$ cat src/rtl/mpu_mem_responder_pkg.sv
// Shared constants and types for the MPU memory responder.
// Holds the default matrix geometry, the element type and the state encodings.
package mpu_mem_responder_pkg;

  localparam int FP_BITS      = 32;
  localparam int MAX_M        = 4;
  localparam int MAX_N        = 4;
  localparam int MATRIX_SLOTS = 4;

  typedef logic [FP_BITS-1:0] float_sp;

  typedef enum logic {
    MEM_LOAD  = 1'b0,
    MEM_STORE = 1'b1
  } mem_op_t;

  typedef enum logic [1:0] {
    RESP_IDLE  = 2'd0,
    RESP_LOAD  = 2'd1,
    RESP_STORE = 2'd2
  } resp_state_t;

  // Index width that never collapses to zero bits for degenerate sizes.
  function automatic int clog2_min1(input int value);
    return (value <= 1) ? 1 : $clog2(value);
  endfunction

endpackage

$ cat src/rtl/mpu_mem_index_counter.sv
// Row-major row/column walker bounded by a runtime rows x cols shape.
// `wrap` flags the last column of a row, `last` the final element of the matrix.
module mpu_mem_index_counter #(
  parameter int ROW_W = 3,
  parameter int COL_W = 3
) (
  input  logic             clk,
  input  logic             rst,
  input  logic             clear,
  input  logic             advance,
  input  logic [ROW_W-1:0] rows,
  input  logic [COL_W-1:0] cols,
  output logic [ROW_W-1:0] row,
  output logic [COL_W-1:0] col,
  output logic             wrap,
  output logic             last
);

  assign wrap = (col == cols - COL_W'(1));
  assign last = wrap && (row == rows - ROW_W'(1));

  // NOTE: sequential state uses non-blocking assignments so every register
  // samples the pre-edge values, independent of statement order.
  always_ff @(posedge clk or posedge rst) begin
    if (rst) begin
      row <= '0;
      col <= '0;
    end else if (clear) begin
      row <= '0;
      col <= '0;
    end else if (advance) begin
      if (wrap) begin
        col <= '0;
        row <= last ? '0 : row + ROW_W'(1);
      end else begin
        col <= col + COL_W'(1);
      end
    end
  end

endmodule

$ cat src/rtl/mpu_mem_responder.sv
// Memory-side responder for MPU matrix load/store transactions.
// Streams a stored matrix out row-major on load, captures a row-major stream on store.
module mpu_mem_responder #(
  parameter int MAX_M        = mpu_mem_responder_pkg::MAX_M,
  parameter int MAX_N        = mpu_mem_responder_pkg::MAX_N,
  parameter int MATRIX_SLOTS = mpu_mem_responder_pkg::MATRIX_SLOTS,
  parameter int FP_BITS      = mpu_mem_responder_pkg::FP_BITS
) (
  input  logic                            clk,
  input  logic                            rst,
  input  logic                            req_valid_in,
  output logic                            req_ready_out,
  input  logic                            req_op_in,
  input  logic [$clog2(MATRIX_SLOTS)-1:0] req_addr_in,
  input  logic [$clog2(MAX_M):0]          req_m_in,
  input  logic [$clog2(MAX_N):0]          req_n_in,
  output logic                            ld_valid_out,
  input  logic                            ld_ready_in,
  output logic [FP_BITS-1:0]              ld_data_out,
  output logic                            ld_last_out,
  input  logic                            st_valid_in,
  output logic                            st_ready_out,
  input  logic [FP_BITS-1:0]              st_data_in,
  input  logic                            st_last_in,
  output logic                            busy_out,
  output logic                            error_out
);

  import mpu_mem_responder_pkg::*;

  localparam int ADDR_W = $clog2(MATRIX_SLOTS);
  localparam int M_W    = $clog2(MAX_M) + 1;
  localparam int N_W    = $clog2(MAX_N) + 1;
  localparam int DEPTH  = MAX_M * MAX_N;
  localparam int IDX_W  = clog2_min1(DEPTH);

  localparam logic [M_W-1:0] M_LIMIT = M_W'(MAX_M);
  localparam logic [N_W-1:0] N_LIMIT = N_W'(MAX_N);

  resp_state_t       state;
  logic [ADDR_W-1:0] addr_q;
  logic [M_W-1:0]    m_q;
  logic [N_W-1:0]    n_q;

  logic [M_W-1:0]    row;
  logic [N_W-1:0]    col;
  logic              col_wrap;
  logic              cnt_last;
  logic [IDX_W-1:0]  idx;

  logic              accept;
  logic              dims_legal;
  logic              ld_hs;
  logic              st_hs;

  logic [FP_BITS-1:0] mem [MATRIX_SLOTS][DEPTH];

  assign accept     = (state == RESP_IDLE) && req_valid_in;
  assign dims_legal = (req_m_in != '0) && (req_m_in <= M_LIMIT) &&
                      (req_n_in != '0) && (req_n_in <= N_LIMIT);
  assign ld_hs      = ld_valid_out && ld_ready_in;
  assign st_hs      = st_ready_out && st_valid_in;

  // Slots are laid out with a fixed MAX_N row pitch regardless of the request's n.
  assign idx = IDX_W'(row) * IDX_W'(MAX_N) + IDX_W'(col);

  mpu_mem_index_counter #(
    .ROW_W (M_W),
    .COL_W (N_W)
  ) u_index (
    .clk     (clk),
    .rst     (rst),
    .clear   (accept),
    .advance (ld_hs || st_hs),
    .rows    (m_q),
    .cols    (n_q),
    .row     (row),
    .col     (col),
    .wrap    (col_wrap),
    .last    (cnt_last)
  );

  // NOTE: the matrix storage deliberately has no reset; contents survive rst,
  // and leaving it out keeps the array mappable onto plain RAM.
  always_ff @(posedge clk) begin
    if (st_hs) begin
      mem[addr_q][idx] <= st_data_in;
    end
  end

  assign ld_data_out = ld_valid_out ? mem[addr_q][idx] : '0;
  assign ld_last_out = ld_valid_out && cnt_last;

  always_ff @(posedge clk or posedge rst) begin
    if (rst) begin
      state         <= RESP_IDLE;
      req_ready_out <= 1'b1;
      ld_valid_out  <= 1'b0;
      st_ready_out  <= 1'b0;
      busy_out      <= 1'b0;
      error_out     <= 1'b0;
      addr_q        <= '0;
      m_q           <= '0;
      n_q           <= '0;
    end else begin
      error_out <= 1'b0;
      unique case (state)
        RESP_IDLE: begin
          if (accept) begin
            addr_q <= req_addr_in;
            m_q    <= req_m_in;
            n_q    <= req_n_in;
            if (!dims_legal) begin
              error_out <= 1'b1;
            end else begin
              req_ready_out <= 1'b0;
              busy_out      <= 1'b1;
              if (mem_op_t'(req_op_in) == MEM_LOAD) begin
                state        <= RESP_LOAD;
                ld_valid_out <= 1'b1;
              end else begin
                state        <= RESP_STORE;
                st_ready_out <= 1'b1;
              end
            end
          end
        end

        RESP_LOAD: begin
          if (ld_hs && cnt_last) begin
            state         <= RESP_IDLE;
            ld_valid_out  <= 1'b0;
            busy_out      <= 1'b0;
            req_ready_out <= 1'b1;
          end
        end

        RESP_STORE: begin
          // A mismatch between the stream's last marker and the shape ends the
          // transaction with an error; whatever was written stays written.
          if (st_hs && (cnt_last || st_last_in)) begin
            state         <= RESP_IDLE;
            st_ready_out  <= 1'b0;
            busy_out      <= 1'b0;
            req_ready_out <= 1'b1;
            error_out     <= (cnt_last != st_last_in);
          end
        end

        default: begin
          state         <= RESP_IDLE;
          ld_valid_out  <= 1'b0;
          st_ready_out  <= 1'b0;
          busy_out      <= 1'b0;
          req_ready_out <= 1'b1;
        end
      endcase
    end
  end

  a_channels_exclusive: assert property (@(posedge clk) disable iff (rst)
    !(ld_valid_out && st_ready_out));
  a_busy_matches_state: assert property (@(posedge clk) disable iff (rst)
    busy_out == (state != RESP_IDLE));
  a_last_implies_wrap: assert property (@(posedge clk) disable iff (rst)
    cnt_last |-> col_wrap);

endmodule
$ cat config.mk
export PLATFORM = sky130hd
export DESIGN_NAME = mpu_mem_responder
export DESIGN_NICKNAME = d
export VERILOG_FILES = /design/src/rtl/mpu_mem_responder_pkg.sv /design/src/rtl/mpu_mem_index_counter.sv /design/src/rtl/mpu_mem_responder.sv
export SDC_FILE = /design/constraint.sdc
export NUM_CORES = 2
export LEC_CHECK = 0
export BUFFER_PORTS_ARGS = -buffer_cell sky130_fd_sc_hd__clkbuf_2
export CAP_MARGIN = 20
export CORE_UTILIZATION = 35
export CTS_CLUSTER_SIZE = 14
export DETAILED_ROUTE_END_ITERATION = 8
export GPL_TIMING_DRIVEN = 0
export MAX_ROUTING_LAYER = met4
export SYNTH_ARGS = -nofsm -noshare
export SYNTH_HDL_FRONTEND = slang
export SYNTH_SLANG_ARGS = --single-unit
$ cat constraint.sdc
create_clock -name clk -period 4.5 [get_ports clk]
set_input_delay 0.225 -clock clk [delete_from_list [all_inputs] [get_ports clk]]
set_output_delay 0.225 -clock clk [all_outputs]
set_load 0.1 [all_outputs]
# Word-level counts from Yosys, hierarchy flattened

Memory sizes are Yosys's and may differ from the RTL's.
Index checks and enable logic that the tools add are counted.

Word-level logic and storage cells: 101
Output and inout port bits: 38
Memory bits (writable): 2048
Bits of input ports: 47
Memories: 1
Register bits: 21

Memory list:

| name | words | width | read ports | clocked after Yosys merged registers in | write ports | RTL line                | text |
|---|---|---|---|---|---|---|---|
| mem  | 4     | 512   | 1          | 0                                       | 1           | mpu_mem_responder.sv:56 | `logic [FP_BITS-1:0] mem [MATRIX_SLOTS][DEPTH];` |

Eq/ne operators: 11
Reductions and logical operators: 23
Muxes and demuxes: 43
Bitwise gates (word level): 3
Add/sub/neg operators: 5
Magnitude comparators: 4

Operators with widths:

| kind                                                        | number |
|---|---|
| 2-to-1 mux 512 bit                                          | 1 |
| binary-select mux 32 bit (select 4 bit)                     | 1 |
| demux 32 bit (select 4 bit)                                 | 1 |
| 2-to-1 mux 32 bit                                           | 4 |
| 2-to-1 mux 3 bit                                            | 7 |
| 2-to-1 mux 1 bit                                            | 18 |
| != test 2 bit (second input constant)                       | 6 |
| one-hot mux 1 bit (3 select lines)                          | 4 |
| logical AND 1 bit                                           | 11 |
| 2-to-1 mux 2 bit                                            | 5 |
| AND reduction 5 bit                                         | 2 |
| adder 3 x 1 -> 3 bit (second input constant)                | 2 |
| == test 3 bit                                               | 2 |
| <= comparator 3 bit (second input constant)                 | 2 |
| one-hot mux 2 bit (3 select lines)                          | 1 |
| nonzero test 3 bit                                          | 2 |
| subtractor 3 x 1 -> 3 bit (second input constant)           | 2 |
| >= comparator 5 bit (second input constant)                 | 1 |
| less-than comparator 5 x 1 -> 1 bit (second input constant) | 1 |
| inverter 4 -> 5 bit                                         | 1 |
| adder 4 x 3 -> 4 bit                                        | 1 |
| AND reduction 2 bit                                         | 2 |
| AND reduction 4 bit                                         | 1 |
| nonzero test 2 bit                                          | 2 |
| 7 further kinds                                             | 9 |

# Depth between registers and ports, before layout

Depth in word-level cells: 7
Gate-level depth with buffers: 12
Depth with buffers taken out: 12

# Hierarchy

Synthesis repeated with hierarchy kept, for this count alone.

Cells, all modules: 3567
Area, all modules: 79142.2 µm²

By module, submodules not included:

| module                | cells an instance | area an instance (µm²) | instances | sequential area each (µm²) |
|---|---|---|---|---|
| mpu_mem_responder     | 3515              | 78620.4                | 1         | 61875.6 |
| mpu_mem_index_counter | 52                | 521.8                  | 1         | 150.1 |

# Least setup slack after synthesis

OpenSTA, ideal clock, no wires.

Path kind: reg-to-reg
From: register u_index.col[0]
To: memory mem[0][416] (netlist name), enable pin
Library setup time: 421 ps
Period minus slack after synthesis: 3610 ps
Buffers on the path: 3
Stages on the path, launching flop included: 9
Setup slack: 890 ps
Required time: 4079 ps
Arrival time: 3189 ps
Cell sequence: dfrtp_1 -> buf_2 -> inv_2 -> clkbuf_1 -> clkbuf_1 -> ha_1 -> and3_1 -> nand2_1 -> nor2_1

Word-level cells in the longest chain between the ends: 7
Elaborated cells on any way between the ends: 8
Classes of those cells: add/sub (1); order compare (2); mux (3); bitwise (1); reduce/logical (1)

Ends and longest elaborated chain:

| element                                                                                                 | RTL line                    | text |
|---|---|---|
| start: declaration                                                                                      | mpu_mem_index_counter.sv:14 | `output logic [COL_W-1:0] col,` |
| start signal: assignment                                                                                | mpu_mem_index_counter.sv:36 | `col <= col + COL_W'(1);` |
| adder 4 x 3 -> 4 bit (*)                                                                                | mpu_mem_responder.sv:65     | `assign idx = IDX_W'(row) * IDX_W'(MAX_N) + IDX_W'(col);` |
| inverter 4 -> 5 bit (not written as such) (*)                                                           | mpu_mem_responder.sv:87     | `mem[addr_q][idx] <= st_data_in;` |
| >= comparator 5 bit (not written as such) / less-than comparator 5 x 1 -> 1 bit (equally long branches) | mpu_mem_responder.sv:87     |  |
| logical AND 1 bit (not written as such)                                                                 | mpu_mem_responder.sv:87     |  |
| 2-to-1 mux 32 bit (not written as such)                                                                 | mpu_mem_responder.sv:87     |  |
| demux 32 bit (select 4 bit) (*)                                                                         | mpu_mem_responder.sv:87     |  |
| 2-to-1 mux 512 bit (not written as such) (*)                                                            | mpu_mem_responder.sv:87     |  |
| end: declaration                                                                                        | mpu_mem_responder.sv:56     |  |

Mark *: on every way between the ends. The rest lies on a longest branch, timed or not.

# Final worst setup path

From: register u_index.col[1]
To: output port ld_data_out[9]

Word-level cells in the longest chain between the ends: 6

Ends and longest elaborated chain:

| element                                               | RTL line                | text |
|---|---|---|
| adder 4 x 3 -> 4 bit                                  | mpu_mem_responder.sv:65 |  |
| inverter 4 -> 5 bit (not written as such)             | mpu_mem_responder.sv:91 | `assign ld_data_out = ld_valid_out ? mem[addr_q][idx] : '0;` |
| binary-select mux 32 bit (select 4 bit)               | mpu_mem_responder.sv:91 |  |
| 2-to-1 mux 32 bit (not written as such) (2 in series) | mpu_mem_responder.sv:91 |  |
| 2-to-1 mux 32 bit                                     | mpu_mem_responder.sv:91 |  |
| end: declaration                                      | mpu_mem_responder.sv:19 | `output logic [FP_BITS-1:0] ld_data_out,` |

No other way between the ends. The select of a mux whose other input is x is not followed.

==> out/qor.yml <==
global_route:
  gr-total-overflow: 0
  grt_pass1_wl_um: 334000
  grt_max_degree: 65
  grt_usage: 0.219
  grt_pass1_vias: 40220
  antenna_found_initial: 13
detailed_routing:
  drtIter0Drc: 6393
  drc: 0
  first_pass_iters: 6
  antenna_left: 0
  wl_per_cell_um: 34.5
  viasPerCell: 5.79
  vias: 41290
  drt_wl_total_um: 247000
yosys:
  yosys_most_used_dff: "edfxtp_1"
  synth_fp_nets: 3559
  ys_warn_count: 0
  ys_seq_area_frac: 0.780
  synthArstFlopShare: 0.0101
  synth-edff-count: 2048
  syn_area_per_cell_sq_um: 22.7
  syn_inst: 3503
  synth_seq_cells: 2069
  synth.distinct_cells: 67
  synth_area_sq_mm: 0.0795
sta:
  rsz0062_at_grt: "true"
  report.final.hold_viol_count: 0
  report.final.slew_viol_count: 0
  setup_viol: 5
  slew-limit-headroom: 0.213
  finalWorstPathRequiredPeriod_ns: 4.58
  tightest_slew_ns: 1.18
  min_period_over_period: 1.02
  setup_ws_ns: -0.0820
  fin_skew_ns: 0.0556
  fmax_mhz: 218
setup_path:
  cp_data_arrival_time_ns: 4.36
  end_kind: "output pin"
  start_kind: "flip-flop"
  cp_data_required_time_ns: 4.28
  cp_max_fo: 10
  crit_type: "reg2out"
clock_tree:
  cts_tree: "done"
  clock-sinks: 2069
  clk_pin_slew_ns: 0.07
  cts_buffer_depth: 3
  cts_buffers: 201
  cts_root_buf: "clkbuf_16"
  clock_latency_ns: 0.86
  htree_levels: 4
placement:
  place_area_sq_mm: 0.0867
  dp_cells: 6707
  dpl_worst_slack_ns: -1.01
  globalplace.congestion: 0.908
  io_buffers: 84
  hpwlAfterDp_um: 163000
cells_and_area:
  fin_nets: 4013
  fin_cells: 7137
  drive_above_1_share: 0.321
  seq_area_sq_mm: 0.0620
  multi_input_area_sq_mm: 0.0172
  fill_cells: 19244
  area_delta_synth_final_pct: 19.1
  final_cell_area_sq_mm: 0.0946
  final_cell_mix: "2,048 x edfxtp_1, 529 x mux4_2, 204 x clkbuf_16"
  final_common_cell: "edfxtp_1"
floorplan:
  die_h_um: 479
  die_x_um: 479
  initial_core_util: 0.353
  die_area_sq_mm: 0.229
  num_rows: 174
  core_sq_mm: 0.225
  ioPinCount: 85
power:
  power_density_mw_per_mm2: 643
  vdd_ir_drop_max_mv: 0.629
  power.leakage_uw: 0.0297
outcome:
  failed_checks: "negative setup slack"
  status: "complete, but fails checks"
min_path:
  hp-class: "in2async"
flow_run:
  drv_cap: 0
## final cells by class
type                    instances  share of cell area
well taps                    2992              0.0396
clock buffers                 244              0.0555
multi-input cells            1233               0.182
diodes                         14            0.000370
repair buffers                258              0.0393
clock inverters               133              0.0120
inverters                      14            0.000568
flip-flops and latches       2069               0.655
plain buffers                 180              0.0152
## kinds of logic (layout without fill, tap and decap cells)
kind of cell | after synthesis | in the layout | share of synthesized area
flip-flops | 2069 | 2069 | 0.780
AND/OR/NAND/NOR | 297 | 297 | 0.0157
multiplexers | 648 | 648 | 0.165
buffers and inverters | 201 | 829 | 0.0129
adder cells (fa/ha/maj) | 9 | 9 | 0.00142
XOR/XNOR | 9 | 9 | 0.00116
other | 0 | 14 | 0
AO/OA/AOI/OAI | 270 | 270 | 0.0232
## synth_stat cells (all sizes together), types with 8 or more instances
cell type  number  area (sq um)
a21oi          48           240
a211oi          9          67.6
o21ai          44           220
ha              9           113
buf           129           756
nand3          21           105
inv            13          48.8
a22oi          13          97.6
mux2i         100          1000
o22ai          45           282
a32oi          23           201
dfrtp          20           500
edfxtp       2048         61500
a31oi          12          75.1
nand2         132           498
mux4          529         11900
o211ai          8          60.1
nor2           95           359
clkbuf         58           218
nor3           19          95.1
mux2           19           214
## critical path: stages (launching register included)
cell and delay (ns):
dfrtp_1 0.38, buf_2 0.39, clkbuf_2 0.41, nand3_1 0.48, clkbuf_2 0.46, o32ai_1 0.35
o21ai_1 0.17, buf_4 0.27, nand2_1 0.18, clkbuf_4 0.37
## routing by layer
metal / global-route usage / wire, um / up-vias / part of all wire
met5: - / 0 / - / 0
met4: 0.0918 / 11900 / 0 / 0.048
met3: 0.0498 / 26500 / 482 / 0.11
met2: 0.330 / 113000 / 2621 / 0.46
met1: 0.287 / 94700 / 22295 / 0.38
li1: - / - / 15892 / -
## metrics by stage
| stage | utilization | hold WS (ns) | power [uW] | setup TNS (ns) |
|---|---|---|---|---|
| floorplan | - | 0.201 | 34600 | 0 |
| global placement | 0.371 | 0.413 | 42400 | -5133.75 |
| detailed placement | 0.385 | 0.408 | 43200 | -133.73 |
| CTS | 0.418 | 0.0125 | 60600 | -0.0389 |
| global route | 0.420 | 0.0688 | 62000 | -0.0293 |
| finish | 0.420 | 0.0540 | 60800 | -0.187 |
## power breakdown
part | internal [uW] | switching (uW)
registers | 21700 | 169
logic | 7580 | 14800
clock network | 9230 | 7330
## timing repair
action	CTS	global route
resized for setup	275	24
endpoints found under the setup margin	621	24
hold buffers	28	3
buffers inserted	0	6
pin swaps	6	4
endpoints found under the hold margin	132	44
## final timing paths
check / slack, ns / end / start / depth (start not counted)
max: -0.08 / ld_data_out[9] / u_index.col[1] / 9
min: 0.05 / n_q[0] / rst / 3
max reg2reg: 0.01 / mem[0][440] / u_index.col[0] / 9
min reg2reg: 0.51 / busy_out / busy_out / 1
max in group asynchronous: 3.93 / addr_q[1] / rst / 3
min in group clk: 0.06 / mem[2][318] / st_data_in[30] / 1
## state kept, by name, indices dropped and copies added (netlist names), 2 cells and up
| signal | cells |
|---|---|
| n_q | 3 |
| m_q | 3 |
| state | 2 |
| mem | 2048 |
| u_index.row | 3 |
| addr_q | 2 |
| u_index.col | 3 |
(Power assumes the default switching activity.)
